$ cat src/rtl/hex_display_driver.sv
// Registered hex 7-segment driver: lamp test, blanking, leading-zero suppression and
// an optional blink feature compiled in only when HEX_DISPLAY_DRIVER_BLINK_EN is defined.
module hex_display_driver #(
  parameter int NUM_DIGITS = 4,
  parameter int BLINK_HALF = 25000000,
  parameter int LZS        = 1
) (
  input  logic                    clock,
  input  logic                    reset,
  input  logic                    load,
  input  logic [4*NUM_DIGITS-1:0] value,
  input  logic [NUM_DIGITS-1:0]   blank_mask,
  input  logic [NUM_DIGITS-1:0]   blink_mask,
  input  logic                    lamp_test,
  output logic [7*NUM_DIGITS-1:0] display,
  output logic                    blink_phase
);

  logic [4*NUM_DIGITS-1:0] value_q;
  logic [7*NUM_DIGITS-1:0] display_d;
  logic [NUM_DIGITS-1:0]   blink_dark;
  logic                    run_zero;

  // Active-low segment patterns, bit 0 = segment a
  function automatic logic [6:0] decode(input logic [3:0] nib);
    case (nib)
      4'h0: decode = 7'b1000000;
      4'h1: decode = 7'b1111001;
      4'h2: decode = 7'b0100100;
      4'h3: decode = 7'b0110000;
      4'h4: decode = 7'b0011001;
      4'h5: decode = 7'b0010010;
      4'h6: decode = 7'b0000010;
      4'h7: decode = 7'b1111000;
      4'h8: decode = 7'b0000000;
      4'h9: decode = 7'b0011000;
      4'hA: decode = 7'b0001000;
      4'hB: decode = 7'b0000011;
      4'hC: decode = 7'b1000110;
      4'hD: decode = 7'b0100001;
      4'hE: decode = 7'b0000110;
      default: decode = 7'b0001110;
    endcase
  endfunction

  always_ff @(posedge clock or posedge reset) begin
    if (reset) value_q <= '0;
    else if (load) value_q <= value;
  end

`ifdef HEX_DISPLAY_DRIVER_BLINK_EN
  localparam int CW = (BLINK_HALF > 2) ? $clog2(BLINK_HALF) : 1;

  logic [CW-1:0] blink_cnt;
  logic          phase_q;

  // Free-running half-period counter; nothing but reset ever restarts it
  always_ff @(posedge clock or posedge reset) begin
    if (reset) begin
      blink_cnt <= '0;
      phase_q   <= 1'b0;
    end else if (blink_cnt == CW'(BLINK_HALF - 1)) begin
      blink_cnt <= '0;
      phase_q   <= ~phase_q;
    end else begin
      blink_cnt <= blink_cnt + 1'b1;
    end
  end

  assign blink_phase = phase_q;
  assign blink_dark  = phase_q ? blink_mask : '0;
`else
  logic unused_blink;

  assign unused_blink = ^blink_mask;
  assign blink_phase  = 1'b0;
  assign blink_dark   = '0;
`endif

  // Walk from the top digit down so run_zero means "this and all higher nibbles are 0"
  always_comb begin
    display_d = '1;
    run_zero  = 1'b1;
    for (int i = NUM_DIGITS - 1; i >= 0; i--) begin
      run_zero = run_zero && (value_q[4*i +: 4] == 4'h0);
      if (lamp_test)
        display_d[7*i +: 7] = 7'b0000000;
      else if (blank_mask[i] || blink_dark[i])
        display_d[7*i +: 7] = 7'b1111111;
      else if ((LZS != 0) && (i != 0) && run_zero)
        display_d[7*i +: 7] = 7'b1111111;
      else
        display_d[7*i +: 7] = decode(value_q[4*i +: 4]);
    end
  end

  always_ff @(posedge clock or posedge reset) begin
    if (reset) display <= '1;
    else display <= display_d;
  end

endmodule

$ cat config.mk
export PLATFORM = sky130hd
export DESIGN_NAME = hex_display_driver
export DESIGN_NICKNAME = d
export VERILOG_FILES = /design/src/rtl/hex_display_driver.sv
export SDC_FILE = /design/constraint.sdc
export NUM_CORES = 1
export LEC_CHECK = 0
export CAP_MARGIN = 20
export CELL_PAD_IN_SITES_DETAIL_PLACEMENT = 1
export CELL_PAD_IN_SITES_GLOBAL_PLACEMENT = 2
export CORE_MARGIN = 8
export CORE_UTILIZATION = 28
export DETAILED_ROUTE_END_ITERATION = 16
export PLACE_DENSITY = 0.85
export SYNTH_ARGS = -nofsm -noshare
export SYNTH_HDL_FRONTEND = slang
export SYNTH_SLANG_ARGS = --single-unit
$ cat constraint.sdc
create_clock -name clock -period 1.4 [get_ports clock]
set_input_delay 0.28 -clock clock [delete_from_list [all_inputs] [get_ports clock]]
set_output_delay 0.28 -clock clock [all_outputs]
set_load 0.01 [all_outputs]
[After elaboration in Yosys (flattened, before gate mapping)]
Memory sizes are Yosys's and may differ from the RTL's.
Index checks and enable logic that the tools add are counted.
Word-level totals
  memories: 4
  register bits: 44
  bits in latches: 0
  ROM bits: 448
  output and inout bits: 29
  bits of input ports: 28
  memory bits (writable): 0
Memory list
  (no name shown): depth 16, width 7, rd ports 1, clocked after Yosys merged registers in 0, wr ports 0, RTL line 26  | case (nib)
  (no name shown): depth 16, width 7, rd ports 1, clocked after Yosys merged registers in 0, wr ports 0, RTL line 26
  (no name shown): depth 16, width 7, rd ports 1, clocked after Yosys merged registers in 0, wr ports 0, RTL line 26
  (no name shown): depth 16, width 7, rd ports 1, clocked after Yosys merged registers in 0, wr ports 0, RTL line 26
Operators by class
  bitwise logic cells: 0
  div/mod/pow operators: 0
  multipliers: 0
  shifts and indexed selects: 0
  order comparisons: 0
  mux-type cells: 11
  add/subtract/negate cells: 0
  reduce and logical (&&, ||, !) cells: 5
  equality and inequality tests: 0
Operator list (number)
  7-bit two-way mux: 11
  4-bit zero test: 3
  1-bit logical AND: 2

[Depth between registers and ports, before layout]
Gate-level depths: netlist (run 1).
  depth in word-level cells: 6
  gate-level depth with buffers: 5

[Least setup slack after synthesis (run 1)]
Ideal clock, no wire load.
  kind: register to register
  start point: register value_q[12]
  end point: register display[8]
  arrival time: 1.341 ns
  library setup time: 0.077 ns
  clock period less this slack: 1.418 ns
  path slack: -0.018 ns
  data required time: 1.323 ns
  cell stages (with the launch flop): 6
  cell sequence: dfrtp_1 > inv_1 > ha_1 > nor3b_4 > a41oi_1 > a31oi_1
Between the ends
  cells in the longest elaborated chain, start to end: 6
Ends and longest elaborated chain
  start: declaration: RTL line 19  | logic [4*NUM_DIGITS-1:0] value_q;
  start signal: assignment: RTL line 48  | else if (load) value_q <= value;
  4-bit zero test: RTL line 85  | run_zero = run_zero && (value_q[4*i +: 4] == 4'h0);
  1-bit logical AND (2 in a row): RTL line 85
  7-bit two-way mux: RTL line 90  | else if ((LZS != 0) && (i != 0) && run_zero)
  7-bit two-way mux: RTL line 88  | else if (blank_mask[i] || blink_dark[i])
  7-bit two-way mux: RTL line 86  | if (lamp_test)
  named net display_d[8]: RTL line 20  | logic [7*NUM_DIGITS-1:0] display_d;
  end signal: assignment: RTL line 99  | else display <= display_d;
  end: declaration: RTL line 15  | output logic [7*NUM_DIGITS-1:0] display,
The timed path passes the listed nets, and every way through them passes these cells.
A chain may end at the register's enable or synchronous reset.

[Worst setup path in the final report (run 1)]
  start point: register value_q[12]
  end point: register display[21]
Between the ends
  cells in the longest elaborated chain, start to end: 4
Ends and longest elaborated chain (RTL line)
  memory 16 x 7 bit or 4-bit zero test (tied branches)
  7-bit two-way mux *: 90
  7-bit two-way mux *: 88
  7-bit two-way mux *: 86
  named net display_d[21]: 20
Mark *: on every way through the listed nets, which the timed path passes. The rest lies on a longest branch.

==> results of run 1 <==
per-layer routing:
metal / routed length, um / share of wire [%] / GRT usage (%) / up-vias
li1: - / - / - / 1092
met1: 2992 / 41 / 12.54 / 1087
met2: 3925 / 54 / 21.97 / 35
met3: 315 / 4.3 / 3.006 / 9
met4: 82 / 1.1 / 2.968 / 0
met5: 0 / 0 / 0 / -
registers in the layout (all words and copies together), names as in the netlist:
name and cells:
display 28, value_q 16
Yosys cell counts, types with 6 or more instances:
cell type and number:
nand2_1 21, inv_1 20, o21ai_0 20, clkbuf_1 6
mux2_2 9, dfrtp_1 16, nor2_1 9, a31oi_1 21
ha_1 24, dfstp_2 28, a21oi_1 18
worst max-delay path, delay by kind of cell (launching register included):
kind                     cells  cell delay [ns]
adder cells (fa/ha/maj)      1             0.21
multiplexers                 1             0.25
AND/OR/NAND/NOR              1             0.07
AO/OA/AOI/OAI                1             0.09
flip-flops                   1             0.39
buffers and inverters        2             0.31
final timing paths:
kind | endpoint | slack (ns) | cells past startpoint
min | value_q[10] | 0.37 | 3
min in group clock | value_q[1] | 0.54 | 3
min reg2reg | display[21] | 0.67 | 2
max in group asynchronous | display[23] | 0.76 | 3
max | display[21] | -0.001 | 6
max reg2reg | display[21] | -0.001 | 6
layout make-up:
class,count,area (um2)
sequential,44,1139
timing repair buffer,97,887.1
tap,111,138.9
inverter,20,75.07
multi-input combinational,181,1484
fill,1050,5293
clock buffer,6,82.58
clock inverter,2,10.01
power breakdown:
part | switching [uW] | internal (uW) | total (uW)
combinational | 543 | 576 | 1120
sequential | 97.3 | 1450 | 1540
clock | 450 | 395 | 845
stage by stage:
stage	cell area, um2	setup TNS (ns)
after floorplan	2589	-0.04792
after global placement	3470	-0.5577
after detailed placement	3470	-1.316
after CTS	3601	-0.1073
after global routing	3816	-0.8525
final	3816	-0.001465
layout by cell type, fill, tap and decap left out, types with 6 or more instances in the layout:
master / instances
dfstp_2: 28
mux2_2: 9
inv_2: 7
ha_1: 14
o21ai_0: 18
clkdlybuf4s15_1: 12
buf_4: 36
ha_4: 9
dlygate4sd2_1: 15
a31oi_1: 20
a21oi_1: 15
nand2_1: 21
inv_1: 13
clkdlybuf4s50_1: 23
nor2_1: 7
buf_6: 8
clkbuf_8: 6
dfrtp_1: 14
cells by family after synthesis:
kind of cell             synth area share [%]
other                                  0.1453
AO/OA/AOI/OAI                           19.34
multiplexers                            5.090
adder cells (fa/ha/maj)                 11.63
buffers and inverters                   6.543
AND/OR/NAND/NOR                         13.23
flip-flops                              44.01
what timing repair did:
| action | CTS | global route |
|---|---|---|
| pin swaps | 5 | 15 |
| endpoints found under the setup margin | 45 | 33 |
| gates cloned | 0 | 0 |
| gates resized for setup | 46 | 46 |
| endpoints found under the hold margin | 0 | 0 |
| setup buffers | 1 | 5 |
==> results.md, run 1 <==
- Status: finished, violations left
- Failing checks: setup timing
- Seq/Total Area, Yosys: 44.01%
- Post-synth top area share: 28.50%
- Clock Pin Slew Worst Setup and Hold Paths: 0.09 ns
- Hold Buf Count CTS: 0
- TritonCTS clock tree: built
- TritonCTS Sinks: 44
- Worst-Skew Late Latency: 0.30 ns
- Startpoint types: register
- Initial drt markers: 29
- Routed Antenna Nets: 0
- Critical R2R Launch: value_q[12]
- Maximum number of pins on one net before global-route repair: 45
- Setup violators final: 1
- Core footprint: 9109 um2
- Drt wl/cell: 15.87 um
- Antenna violations before repair: 0
- GP Congestion: 0.7994
- Period utilisation layout: 100.1%
- Die area: 12550 um2
- Antenna cells: 0
- First-pass GRT wire length: 12.06 mm
- Synth warn: 0
- CP Cell Sequence: buf_4, ha_1, buf_4, mux2_2, nand2_1, a31oi_1
- Mean post-synth cell area: 9.815 um2
- Num CTS Buffers: 5
- Hold violation total from the final report: 0
- Residual DRC: 0
- DP HPWL: 5.224 mm
- Area Growth Syn to Fin: 47.84%
- Maximum fanout along the worst path: 6
- Final Core Density: 41.90%
- Minimum clock period: 1.401 ns
- Final Slew Violations: 0
- Port Buffers: 51
- Row cnt: 35
- GRT Total Usage: 11.62%
- Critical Path Source: value_q[12]
- CP dominant cell by count: buf_4
- Yosys top cell by area: dfstp_2
- Dpl cells: 447
- Post-Layout Cell Count: 461
- Min-Delay Path Class: primary input to async pin
- Layout cells sized above 1: 37.14%
- Drt pass-1 iters: 3
- DR vias: 2223
- Maximum clock path buffer count: 2
- Fin Hold WS: 0.3718 ns
- Post-Route WL: 7.315 mm
- EDFF count, synth: 0
- Starting Density: 28.34%
- Synth Net Count: 315
- I/O pin total: 57
- Htree depth: 2
- Tot Pwr: 3506 uW
- Data required, critical path: 1.61 ns
- Static leakage: 0.001620 uW
- RSZ-0062 raised after global routing: true
- Critical path's slowest cell: dfrtp_1
- Setup WS pre-CTS: -0.1370 ns
- Vias/cell: 4.822
- Clock Tree Root: clkbuf_8
- Power Dens Cells: 918.7 nW/um2
- WP data arrival: 1.62 ns
- Synth area leaders: dfstp_2 (29%), dfrtp_1 (16%), ha_1 (12%)
- Number of distinct library cells after synthesis: 46
- GRT overflow: 0
- Mapped Cells: 263
- Syn Std Cell Area: 2581 um2
- Worst setup margin: -0.001465 ns
- Ys async rst share: 100.0%
- Worst vdd ir: 349.3 uV
- Worst setup EP type: register
- MaxCap Viol Count: 0
- F_max: 713.5 MHz
- Register bit total from synthesis: 44
- Post-layout nets: 401
- Crit Path Class: register to register
- Crit path largest cell delay: 0.39 ns
- Vias in the first global route: 2497
- Top FF cell, synth: dfstp_2
- Clk_skew: 0.007974 ns
- Die W: 112.0 um
- Die H: 112.0 um
Power figures use the tool's default switching activity.
==> run 2, diff against run 1 <==
--- a/config.mk
+++ b/config.mk
@@ -12,6 +12,7 @@
 export CORE_UTILIZATION = 28
 export DETAILED_ROUTE_END_ITERATION = 16
 export PLACE_DENSITY = 0.85
+export SETUP_SLACK_MARGIN = 0.2
 export SYNTH_ARGS = -nofsm -noshare
 export SYNTH_HDL_FRONTEND = slang
 export SYNTH_SLANG_ARGS = --single-unit
==> run 2 against run 1 <==
The flow still finishes with violations (setup timing). Sequential cell count stayed put. Sequential share of layout area is 1.9 points lower. Via count is 2.5% higher. Clock power is 0.8% lower. Sequential power is 3% higher. Critical endpoint is now display[8]. Largest power group unchanged. Highest routed layer unchanged.
==> results.md, run 2 (same netlist as run 1, synthesis figures left out) <==
- Critical path's slowest cell: dfrtp_1
- Most frequent cells in the layout: buf_4 (40), buf_6 (36), dfstp_2 (28)
- Setup violators final: 10 (+9)
- Residual DRC: 0 (unchanged)
- Clk network pwr share: 22.5% (-1.6 points)
- Combinational fraction of design power: 35.2% (+3.3 points)
- Vias in the first global route: 2561 (+2.6%)
- Status: finished, violations left
- Failing checks: setup timing
- Max reg flops: 28 (unchanged)
- Row cnt: 35 (unchanged)
- TritonCTS Sinks: 44 (unchanged)
- Maximum clock path buffer count: 2 (unchanged)
- P_int: 2569 uW (+6.3%)
- R2R cell count: 6 (unchanged)
- Vias/cell: 4.891 (+1.4%)
- GRT overflow: 0 (unchanged)
- NetSw: 1158 uW (+6.2%)
- Drt wl/cell: 16.12 um (+1.6%)
- Minimum clock period: 1.444 ns (+0.04294 ns)
- First-pass GRT wire length: 12.30 mm (+2.0%)
- Initial drt markers: 41 (+41%)
- Hold Buf Count CTS: 0 (unchanged)
- FILL cells: 1011 (-3.7%)
- Drt pass-1 iters: 4 (+1)
- Startpoint types: register
- Static leakage: 0.001673 uW (+3.3%)
- Area Growth Syn to Fin: 58.80%
- Worst setup EP type: register
- Min-Delay Path Class: primary input to async pin
- Num CTS Buffers: 5 (unchanged)
- FF-to-FF setup slack: -0.04 ns (-0.04 ns)
- GRT Total Usage: 11.81% (+0.18 points)
- TritonCTS clock tree: built
- Clock Pin Slew Worst Setup and Hold Paths: 0.09 ns (about the same)
- Port Buffers: 51 (unchanged)
- Post-layout nets: 406 (+1.2%)
- Power Dens Cells: 909.1 nW/um2 (-1.0%)
- Post-Route WL: 7.513 mm (+2.7%)
- Largest register by flop count: display
- RSZ-0062 raised after global routing: true
- Die H: 112.0 um (unchanged)
- Starting Density: 28.34% (unchanged)
- Commonest non-fill, non-tap cell in the layout: buf_4
- Sw frac: 31.07% (about the same)
- DP HPWL: 5.225 mm (about the same)
- Placed Area: 3508 um2 (+1.1%)
- Routed Antenna Nets: 0 (unchanged)
- Final Core Density: 45.00% (+3.1 points)
- I/O pin total: 57 (unchanged)
- Crit Path Class: register to register
- Flop pwr share: 42.3% (-1.7 points)
- Die area: 12550 um2 (unchanged)
- Period utilisation layout: 103.2% (+3.1 points)
- Hold violation total from the final report: 0 (unchanged)
- MaxCap Viol Count: 0 (unchanged)
- Largest regs: display: 28 flops, value_q: 16 flops
- WP data arrival: 1.67 ns (+0.05 ns)
- Data required, critical path: 1.62 ns (about the same)
- Maximum fanout along the worst path: 5 (-1)
- Die W: 112.0 um (unchanged)
- Worst R2R End: display[8]
- Critical R2R Launch: value_q[13]
- DR vias: 2279 (+2.5%)
- Layout cells sized above 1: 53.80% (+17 points)
- Antenna cells: 0 (unchanged)
- Worst vdd ir: 400.8 uV (+15%)
- Final Slew Violations: 0 (unchanged)
- Worst-Skew Late Latency: 0.29 ns (about the same)
- CP Cell Sequence: inv_4, ha_4, nor3b_4, buf_6, a41oi_4, a31oi_1
- Clk_skew: 0.009627 ns (+0.001653 ns)
- Maximum number of pins on one net before global-route repair: 45 (unchanged)
- Htree depth: 2 (unchanged)
- Antenna violations before repair: 0 (unchanged)
- F_max: 692.3 MHz (-3.0%)
- Worst setup margin: -0.04441 ns (-0.04294 ns)
- Clock Tree Root: clkbuf_8
- GP Congestion: 0.8087 (+1.2%)
- Crit path largest cell delay: 0.42 ns (+0.03 ns)
- Design area: 4099 um2 (+7.4%)
- Core footprint: 9109 um2 (unchanged)
## run 2: cell type report
type,instances,area (um2),area share [%]
Sequential cell,44,1145,27.93
Timing Repair Buffer,102,996.0,24.30
Multi-Input combinational cell,181,1640,40.02
Tap cell,111,138.9,3.388
Inverter,20,88.84,2.167
Clock buffer,8,90.09,2.198
## run 2: timing repair
item                                    4_1_cts  5_1_grt
pin swaps                                    21       19
buffers inserted                             12        8
endpoints found under the setup margin       55       56
resized for setup                           176       37
gates cloned                                  0        0
## run 2: per-stage QoR
stage / setup TNS [ns] / power [uW] / setup WS [ns] / hold slack, ns / cells
2_1_floorplan: 0 / 2127 / 0.01430 / 0.2738 / 263
3_3_place_gp: -0.1541 / 2571 / -0.04379 / 0.5832 / 438
3_5_place_dp: -0.5769 / 2611 / -0.06497 / 0.5991 / 438
4_1_cts: -0.1561 / 3637 / -0.04587 / 0.3922 / 458
5_1_grt: -1.106 / 3937 / -0.1142 / 0.4496 / 466
6_report: -0.1897 / 3726 / -0.04441 / 0.3930 / 466
## run 2: routing by layer
metal  global-route usage, %  vias up  wire length (um)
li1                        -     1108                 -
met1                   12.68     1116              3104
met2                   22.21       43              3958
met3                   3.060       12               317
met4                   3.417        0               133
met5                       0        -                 0
## run 2: critical path, delay by kind of cell, from the launching register on
kind / cells / cell delay [ns]
DFF: 1 / 0.42
AOI/OAI and AO/OA: 2 / 0.32
buffers and inverters: 2 / 0.28
and+or+nand+nor: 1 / 0.21
adders and majority gates: 1 / 0.14
## run 2: how the worst max path moves through the flow
stage | end | depth (start not counted) | start | slack [ns]
after detailed placement | display[8] | 6 | value_q[13] | -0.06
after global routing | display[20] | 6 | value_q[9] | -0.11
final | display[8] | 6 | value_q[13] | -0.04
after global placement | display[8] | 6 | value_q[12] | -0.04
after floorplan | display[8] | 5 | value_q[12] | 0.01
after CTS | display[24] | 5 | value_q[13] | -0.05
## run 2: power by group through the flow
| stage | Sequential (uW) | Clock [uW] | Combinational (uW) |
|---|---|---|---|
| finish | 1580 | 838 | 1310 |
| global route | 1590 | 910 | 1430 |
| CTS | 1570 | 876 | 1190 |
| detailed placement | 1570 | 0 | 1040 |
| global placement | 1570 | 0 | 1010 |
| floorplan | 1580 | 0 | 544 |
==> run 3, diff against run 2 <==
--- a/config.mk
+++ b/config.mk
@@ -10,6 +10,7 @@
 export CELL_PAD_IN_SITES_GLOBAL_PLACEMENT = 2
 export CORE_MARGIN = 8
 export CORE_UTILIZATION = 28
+export CTS_CLUSTER_DIAMETER = 60
 export DETAILED_ROUTE_END_ITERATION = 16
 export PLACE_DENSITY = 0.85
 export SETUP_SLACK_MARGIN = 0.2
==> results of run 3 <==
Same layout as run 2: the final DEF is identical, and so are final timing and power.
